===== src/rtl/serial_comparator_if.sv =====
// Handshake and operand/result bundle for the multi-cycle serial magnitude comparator.
// CW must equal $clog2(WIDTH/DIGIT+1) of the attached comparator.
interface serial_comparator_if #(
    parameter int WIDTH = 16,
    parameter int CW    = 3
);
    logic             start;
    logic             signed_mode;
    logic [WIDTH-1:0] a;
    logic [WIDTH-1:0] b;
    logic             busy;
    logic             done;
    logic             a_lt_b;
    logic             a_gt_b;
    logic             a_eq_b;
    logic [CW-1:0]    cycles;

    modport master (
        output start, signed_mode, a, b,
        input  busy, done, a_lt_b, a_gt_b, a_eq_b, cycles
    );

    modport slave (
        input  start, signed_mode, a, b,
        output busy, done, a_lt_b, a_gt_b, a_eq_b, cycles
    );
endinterface


===== src/rtl/serial_comparator.sv =====
// Multi-cycle magnitude comparator: walks both operands DIGIT bits per cycle from the
// MSB chunk down and stops at the first differing chunk; signed order via MSB flip.
module serial_comparator #(
    parameter int WIDTH     = 16,
    parameter int DIGIT     = 4,
    parameter int SIGNED_EN = 1
) (
    input logic           clock,
    input logic           reset_n,
    serial_comparator_if.slave bus
);
    localparam int N  = WIDTH / DIGIT;
    localparam int CW = $clog2(N + 1);

    typedef enum logic [0:0] {
        IDLE    = 1'b0,
        COMPARE = 1'b1
    } state_t;

    state_t           state_r;
    state_t           state_s;
    logic [WIDTH-1:0] sh_a_r;
    logic [WIDTH-1:0] sh_b_r;
    logic [CW-1:0]    k_r;
    logic [CW-1:0]    cycles_r;
    logic             busy_r;
    logic             done_r;
    logic             lt_r;
    logic             gt_r;
    logic             eq_r;

    logic [DIGIT-1:0] chunk_a_s;
    logic [DIGIT-1:0] chunk_b_s;
    logic             differ_s;
    logic             last_s;
    logic             capture_s;
    logic             shift_s;
    logic             decide_s;
    logic [WIDTH-1:0] msb_flip_s;

    assign chunk_a_s = sh_a_r[WIDTH-1 -: DIGIT];
    assign chunk_b_s = sh_b_r[WIDTH-1 -: DIGIT];
    assign differ_s  = (chunk_a_s != chunk_b_s);
    assign last_s    = (k_r == CW'(N - 1));

    // Offset-binary mask: flipping both MSBs turns signed order into unsigned order
    always_comb begin
        msb_flip_s = {WIDTH{1'b0}};
        if ((SIGNED_EN != 0) && bus.signed_mode) begin
            msb_flip_s[WIDTH-1] = 1'b1;
        end else begin
            msb_flip_s[WIDTH-1] = 1'b0;
        end
    end

    // State register
    always_ff @(posedge clock) begin
        if (!reset_n) begin
            state_r <= IDLE;
        end else begin
            state_r <= state_s;
        end
    end

    // Next-state logic
    always_comb begin
        state_s = state_r;
        case (state_r)
            IDLE: begin
                if (bus.start) begin
                    state_s = COMPARE;
                end else begin
                    state_s = IDLE;
                end
            end
            COMPARE: begin
                if (differ_s || last_s) begin
                    state_s = IDLE;
                end else begin
                    state_s = COMPARE;
                end
            end
            default: state_s = IDLE;
        endcase
    end

    // Datapath control strobes decoded from the current state
    always_comb begin
        capture_s = 1'b0;
        shift_s   = 1'b0;
        decide_s  = 1'b0;
        case (state_r)
            IDLE: begin
                capture_s = bus.start;
            end
            COMPARE: begin
                if (differ_s || last_s) begin
                    decide_s = 1'b1;
                end else begin
                    shift_s = 1'b1;
                end
            end
            default: begin
                capture_s = 1'b0;
            end
        endcase
    end

    // Operand shifters, chunk counter and registered results
    always_ff @(posedge clock) begin
        if (!reset_n) begin
            sh_a_r   <= {WIDTH{1'b0}};
            sh_b_r   <= {WIDTH{1'b0}};
            k_r      <= {CW{1'b0}};
            cycles_r <= {CW{1'b0}};
            busy_r   <= 1'b0;
            done_r   <= 1'b0;
            lt_r     <= 1'b0;
            gt_r     <= 1'b0;
            eq_r     <= 1'b0;
        end else begin
            done_r <= decide_s;
            if (capture_s) begin
                sh_a_r   <= bus.a ^ msb_flip_s;
                sh_b_r   <= bus.b ^ msb_flip_s;
                k_r      <= {CW{1'b0}};
                cycles_r <= {CW{1'b0}};
                busy_r   <= 1'b1;
                lt_r     <= 1'b0;
                gt_r     <= 1'b0;
                eq_r     <= 1'b0;
            end else if (shift_s) begin
                sh_a_r <= sh_a_r << DIGIT;
                sh_b_r <= sh_b_r << DIGIT;
                k_r    <= k_r + CW'(1);
            end else if (decide_s) begin
                // k+1 equals N when the run reaches the last chunk
                busy_r   <= 1'b0;
                cycles_r <= k_r + CW'(1);
                lt_r     <= differ_s && (chunk_a_s < chunk_b_s);
                gt_r     <= differ_s && (chunk_a_s > chunk_b_s);
                eq_r     <= !differ_s;
            end
        end
    end

    assign bus.busy   = busy_r;
    assign bus.done   = done_r;
    assign bus.a_lt_b = lt_r;
    assign bus.a_gt_b = gt_r;
    assign bus.a_eq_b = eq_r;
    assign bus.cycles = cycles_r;
endmodule


===== src/flat_wrapper.sv =====
// flat-port wrapper written by rule: the top's interface ports become plain ports
module serial_comparator_flat 
#(
    parameter int WIDTH     = 16,
    parameter int DIGIT     = 4,
    parameter int SIGNED_EN = 1
)
  (clock, reset_n, bus_start, bus_signed_mode, bus_a, bus_b, bus_busy, bus_done, bus_a_lt_b, bus_a_gt_b, bus_a_eq_b, bus_cycles);
  serial_comparator_if #(.WIDTH(WIDTH), .CW(3)) bus_i ();
  input logic clock;
  input logic reset_n;
  input wire logic [$bits(bus_i.start)-1:0] bus_start;
  input wire logic [$bits(bus_i.signed_mode)-1:0] bus_signed_mode;
  input wire logic [$bits(bus_i.a)-1:0] bus_a;
  input wire logic [$bits(bus_i.b)-1:0] bus_b;
  output wire logic [$bits(bus_i.busy)-1:0] bus_busy;
  output wire logic [$bits(bus_i.done)-1:0] bus_done;
  output wire logic [$bits(bus_i.a_lt_b)-1:0] bus_a_lt_b;
  output wire logic [$bits(bus_i.a_gt_b)-1:0] bus_a_gt_b;
  output wire logic [$bits(bus_i.a_eq_b)-1:0] bus_a_eq_b;
  output wire logic [$bits(bus_i.cycles)-1:0] bus_cycles;
  assign bus_i.start = bus_start;
  assign bus_i.signed_mode = bus_signed_mode;
  assign bus_i.a = bus_a;
  assign bus_i.b = bus_b;
  assign bus_busy = bus_i.busy;
  assign bus_done = bus_i.done;
  assign bus_a_lt_b = bus_i.a_lt_b;
  assign bus_a_gt_b = bus_i.a_gt_b;
  assign bus_a_eq_b = bus_i.a_eq_b;
  assign bus_cycles = bus_i.cycles;
  serial_comparator #(.WIDTH(WIDTH), .DIGIT(DIGIT), .SIGNED_EN(SIGNED_EN)) u_core (.clock(clock), .reset_n(reset_n), .bus(bus_i));
endmodule

===== config.mk =====
export PLATFORM = sky130hd
export DESIGN_NAME = serial_comparator_flat
export DESIGN_NICKNAME = d
export VERILOG_FILES = /design/src/rtl/serial_comparator_if.sv /design/src/rtl/serial_comparator.sv /design/src/flat_wrapper.sv
export SDC_FILE = /design/constraint.sdc
export NUM_CORES = 1
export LEC_CHECK = 0
export ABC_AREA = 1
export BUFFER_PORTS_ARGS = -buffer_cell sky130_fd_sc_hd__buf_2
export CAP_MARGIN = 20
export CORE_ASPECT_RATIO = 0.7
export CORE_UTILIZATION = 35
export CTS_CLUSTER_DIAMETER = 50
export DETAILED_ROUTE_END_ITERATION = 6
export HOLD_SLACK_MARGIN = 0.1
export PLACE_DENSITY = 0.55
export SYNTH_ARGS = -nofsm -noshare
export SYNTH_HDL_FRONTEND = slang
export SYNTH_SLANG_ARGS = --single-unit

===== constraint.sdc =====
create_clock -name clock -period 2.2 [get_ports clock]
set_input_delay 0.11 -clock clock [delete_from_list [all_inputs] [get_ports clock]]
set_output_delay 0.11 -clock clock [all_outputs]
set_load 0.02 [all_outputs]

Yosys cells after proc, flatten, opt, wreduce, memory -nomap -nowiden --
Cells that the tools add are included.
Storage, ports and cells: bits in registers 44, output and inout port bits 8, logic and storage cells 45, input port bits 36
Cells by class: add/sub/neg operators 1, order comparisons 2, eq/ne operators 3, muxes and demuxes 15, bitwise gates (word level) 5, reductions and logical operators 9
Operators by type and width (count):
- $mux W16 | 4
- $xor A16 B16 Y16 | 2
- $mux W1 | 10
- $gt A4 B4 Y1 | 1
- $lt A4 B4 Y1 | 1
- $ne A4 B4 Y1 | 1
- $reduce_and A2 Y1 | 2
- $reduce_bool A2 Y1 | 2
- $add A3 B1 Y3 const B | 1
- $eq A3 B2 Y1 const B | 1
- $not A1 Y1 | 3
- $logic_and A1 B1 Y1 | 2
- $ne A2 B1 Y1 const B | 1
- $pmux W1 S2 | 1
- $reduce_or A2 Y1 | 1
- $logic_not A1 Y1 | 1
- $logic_or A1 B1 Y1 | 1

Depth between registers and ports, before layout --
word-level depth 7, mapped depth 10, depth with buffers taken out 9

Least setup slack after synthesis --
Ideal clock, no wire load.
path kind reg-to-reg, start register u_core.sh_b_r[15], end register u_core.sh_a_r[2], path buffers 2, stages on the path, launching flop included 10, data arrival time 1372 ps, required time 2068 ps, clock period less this slack 1504 ps, library setup time 132 ps, slack 696 ps, cell sequence dfxtp_1 -> inv_1 -> ha_1 -> nand2_1 -> nor2_4 -> nand3_2 -> buf_6 -> buf_2 -> nand3_1 -> a21oi_1
Between the ends: longest elaborated chain between the ends 5
Ends and longest elaborated chain:
- start: declaration | RTL line serial_comparator.sv:23 | logic [WIDTH-1:0] sh_b_r;
- start signal: assignment | RTL line serial_comparator.sv:113 | sh_b_r <= {WIDTH{1'b0}};
- start signal: assignment | RTL line serial_comparator.sv:125 | sh_b_r <= bus.b ^ msb_flip_s;
- start signal: assignment | RTL line serial_comparator.sv:134 | sh_b_r <= sh_b_r << DIGIT;
- $ne A4 B4 Y1 | RTL line serial_comparator.sv:43 | assign differ_s = (chunk_a_s != chunk_b_s);
- $logic_or A1 B1 Y1 | RTL line serial_comparator.sv:97 | if (differ_s || last_s) begin
- $mux W1 | RTL line serial_comparator.sv:97
- $mux W1 | RTL line serial_comparator.sv:92 | case (state_r)
- $reduce_bool A2 Y1 (no line)
- end signal: assignment | RTL line serial_comparator.sv:112 | sh_a_r <= {WIDTH{1'b0}};
- end signal: assignment | RTL line serial_comparator.sv:124 | sh_a_r <= bus.a ^ msb_flip_s;
- end signal: assignment | RTL line serial_comparator.sv:133 | sh_a_r <= sh_a_r << DIGIT;
- end: declaration | RTL line serial_comparator.sv:22 | logic [WIDTH-1:0] sh_a_r;
Every way passes these cells. A chain may end at the register's enable or synchronous reset.

Final worst setup path --
start register u_core.sh_b_r[15], end register u_core.sh_b_r[11]
Between the ends: longest elaborated chain between the ends 5
Ends and longest elaborated chain (RTL line):
- $ne A4 B4 Y1 | serial_comparator.sv:43
- $logic_or A1 B1 Y1 | serial_comparator.sv:97
- $mux W1 | serial_comparator.sv:97
- $mux W1 | serial_comparator.sv:92
- $reduce_bool A2 Y1 (no line)
Every way passes these cells.

==> results.md <==
- Syn. warnings: 0
- Setup tns final: 0 ns
- Slew at the pin closest to its max-slew limit: between 0.5 and 0.6 ns
- Synth unique cells: 21
- Minimum clock period: ~1.7 ns
- Antenna diodes: 0
- Initial antenna violation count: 0
- Crit path DAT: around 1.9 ns
- # fillers: around 640
- Setup violators final: 0
- Die X: between 90 and 100 microns
- CP cell instances: inv_1 > ha_1 > nand2_1 > nor2_4 > nand3_2 > nand2_2 > nand2_1 > a21oi_1
- R2r endpoint: u_core.sh_b_r[11]
- Clock tree buffer depth: 2
- CTS tree: done
- Worst skew pair latency: roughly 0.30 ns
- Die Ht: 67.0 microns
- Most used DFF post-synth: dfxtp_1
- Largest area contributor in the netlist: dfxtp_1
- DIE AREA: 0.00636 sq mm
- Number of global-route vias before repair: 1753
- Post-synth EDFFs: 0
- Fraction of the mapped netlist area in simple logic gates: between 30% and 40%
- Hold Vio Cnt, Final: 0
- H-tree depth reported by CTS: 2
- Total GRT Usage: around 17%
- GR Overflow Total: 0
- Reg2reg setup slack: 0.50 ns
- Complex-gate fraction of the synthesized area: between 10% and 20%
- First-pass GRT wire length: about 8200 microns
- Via count: between 1500 and 2000
- Drt pass-1 iters: 4
- I/O Buffers: 43
- Antenna violation net count after detailed routing: 0
- Cell mode on critical path: nand2_1
- Syn Area/Cell: ~7 sq um
- CTS Buf Count: 5
- Synth async-reset ratio: 0%
- Slew Limit Fails: 0
- DRC viols: 0
- Sequential fraction of the synthesis area: 41.7%
- Final worst path period share: between 70% and 80%
- Rows: 23
- Final wirelength: ~4900 microns
- Status: finished clean
- WL per Instance: 11.5 microns
- DR iter-0 viols: between 100 and 150
- Peak VDD IR: 0.255 mV
- RSZ-0062 raised after global routing: false
- Main combinational cell family by area after synthesis: simple AND/OR/NAND/NOR gates
- Final cell count without fillers: 424
- Synth top area share: about two fifths
- Via/cell ratio: between 4 and 5
- Detailed Place HPWL: 3140 microns
- Clock root cell: clkbuf_8
- Synth top cells by count: 120 x nand2_1, 44 x dfxtp_1, 36 x a21oi_1
- WHS: 0.112 ns
- WHS Path Cells: 5
- I/O pins: between 40 and 50
- Critical Path End Type: flop
- Mux cell area share after synthesis: 0%
- CP required: 2.43 ns
- Worst Reg-to-Reg Cells: 8
- Synth-to-Final Area Change: 18.0%
- Synth Area in XOR/XNOR: 0%
- Total clock sinks: between 40 and 50
- Max Clock Freq: 0.589 GHz
- Reg2reg start: u_core.sh_b_r[15]
- Yosys reg bits: 44
- Lkg Pwr: around 1.2 nW
- Hold endpoint: u_core.sh_a_r[7]
- CTS clk-pin slew, worst paths: around 0.080 ns
- Share of layout cells above drive strength 1: between 10% and 20%
- Rel. slew slack: a little over three fifths
- Core Area: approximately 0.0058 sq mm
- Cells taking the most area after synthesis: dfxtp_1 42%, nand2_1 21%, a21oi_1 8.5%
- Initial Utilization: about 37%
- # nets final: 390
- Worst hold path type: input port to flop
- CP max-delay cell: nand2_2
- PwrDens: 734 mW/mm^2
- Startpoint class of the critical path: flop
- Synth Area in Adders: approximately 3.6%
- Kind of critical path: flop to flop
- Post-synthesis cell area: about 0.0021 sq mm
- Critical path peak fanout: 23
- Largest net degree at the start of global routing: 38
- Routability congestion estimate: around 0.74
- Syn nets: 345
- Clock skew: 0.00239 ns
- Mapped Cells: 303
- Most frequent cell after synthesis: nand2_1
- DP Cell Count: between 400 and 500
- Slowest Stage Delay on Critical Path: approximately 0.36 ns
- Hold_sp: bus_a[7]
- # Max-Cap Violations: 0
-- power by group --
group | switching (W) | internal [W] | total, W
clock network | 0.000275 | 0.000257 | 0.000532
registers | 0.0000310 | 0.000856 | 0.000887
logic | 0.000266 | 0.000147 | 0.000412
-- worst max-delay path by stage --
stage	endpoint	slack, ns	cells after the start	from
3_3_place_gp	u_core.sh_a_r[12]	0.56	8	u_core.sh_b_r[15]
6_report	u_core.sh_b_r[11]	0.50	8	u_core.sh_b_r[15]
4_1_cts	u_core.sh_b_r[11]	0.47	8	u_core.sh_b_r[15]
3_5_place_dp	u_core.sh_b_r[11]	0.50	8	u_core.sh_b_r[15]
5_1_grt	u_core.sh_b_r[11]	0.24	8	u_core.sh_b_r[15]
2_1_floorplan	u_core.sh_a_r[2]	0.70	9	u_core.sh_b_r[15]
-- registers in the layout (all words and copies together) (netlist names) --
signal             flops
u_core.sh_a_r         16
u_core.bus.a_eq_b      1
u_core.bus.busy        1
u_core.k_r             3
u_core.bus.a_lt_b      1
u_core.bus.cycles      3
u_core.bus.done        1
u_core.state_r         1
u_core.bus.a_gt_b      1
u_core.sh_b_r         16
-- final cells by class --
type | count | area, sq um | area share [%]
clock buffer | 8 | 90.1 | 3.61
inverter | 18 | 67.6 | 2.71
multi-input combinational | 223 | 1030 | 41.2
sequential | 44 | 881 | 35.3
tap | 75 | 93.8 | 3.76
timing repair buffer | 56 | 335 | 13.4
-- routing by layer --
| metal | track usage, % | vias to the layer above | routed length, microns |
|---|---|---|---|
| li1 | - | 1061 | - |
| met5 | 0 | - | 0 |
| met2 | 25.5 | 37 | 2030 |
| met3 | 3.88 | 6 | 220 |
| met4 | 5.68 | 0 | 44 |
| met1 | 23.3 | 864 | 2570 |
-- worst max-delay path: cells and delay by family (launching register included) --
| kind | cells | cell delay (ns) |
|---|---|---|
| AND/OR/NAND/NOR | 5 | 0.83 |
| flip-flops | 1 | 0.33 |
| adder cells (fa/ha/maj) | 1 | 0.28 |
| AO/OA/AOI/OAI | 1 | 0.15 |
| buffers and inverters | 1 | 0.04 |
-- through the flow --
| step | worst slack [ns] | util [%] | total power [W] | area, sq um |
|---|---|---|---|---|
| 5_1_grt | 0.236 | 43.1 | 0.00195 | 2490 |
| 4_1_cts | 0.468 | 43.1 | 0.00186 | 2490 |
| 2_1_floorplan | 0.696 | - | 0.00123 | 2110 |
| 3_3_place_gp | 0.559 | 40.0 | 0.00131 | 2310 |
| 6_report | 0.504 | 43.1 | 0.00183 | 2490 |
| 3_5_place_dp | 0.496 | 40.0 | 0.00131 | 2310 |
-- placed cells by master, fill, tap and decap left out, types with 2 or more instances in the layout --
master         Yosys  final
buf_4              1      4
a21oi_1           36     36
nand3_1           35     35
nand2_2            3      3
inv_1             15     15
nand2_1          120    120
buf_2              6     43
clkbuf_1           3      2
o21ai_0            4      4
ha_1               6      6
clkbuf_8           0      6
nor2_1            10     10
inv_2              3      3
nand4_1            2      2
dlygate4sd3_1      0      9
dfxtp_1           44     44
nor2_2             2      2
-- cells by family after synthesis --
family	after synthesis
adder cells (fa/ha/maj)	6
flip-flops	44
buffers and inverters	36
AO/OA/AOI/OAI	43
AND/OR/NAND/NOR	174
-- repair_timing --
action                                 CTS  global route
setup endpoints to repair                0             0
resized for setup                        0             0
endpoints found under the hold margin    9             0
hold buffers                             9             0
buffers inserted                         0             0
Power figures use the tool's default switching activity.
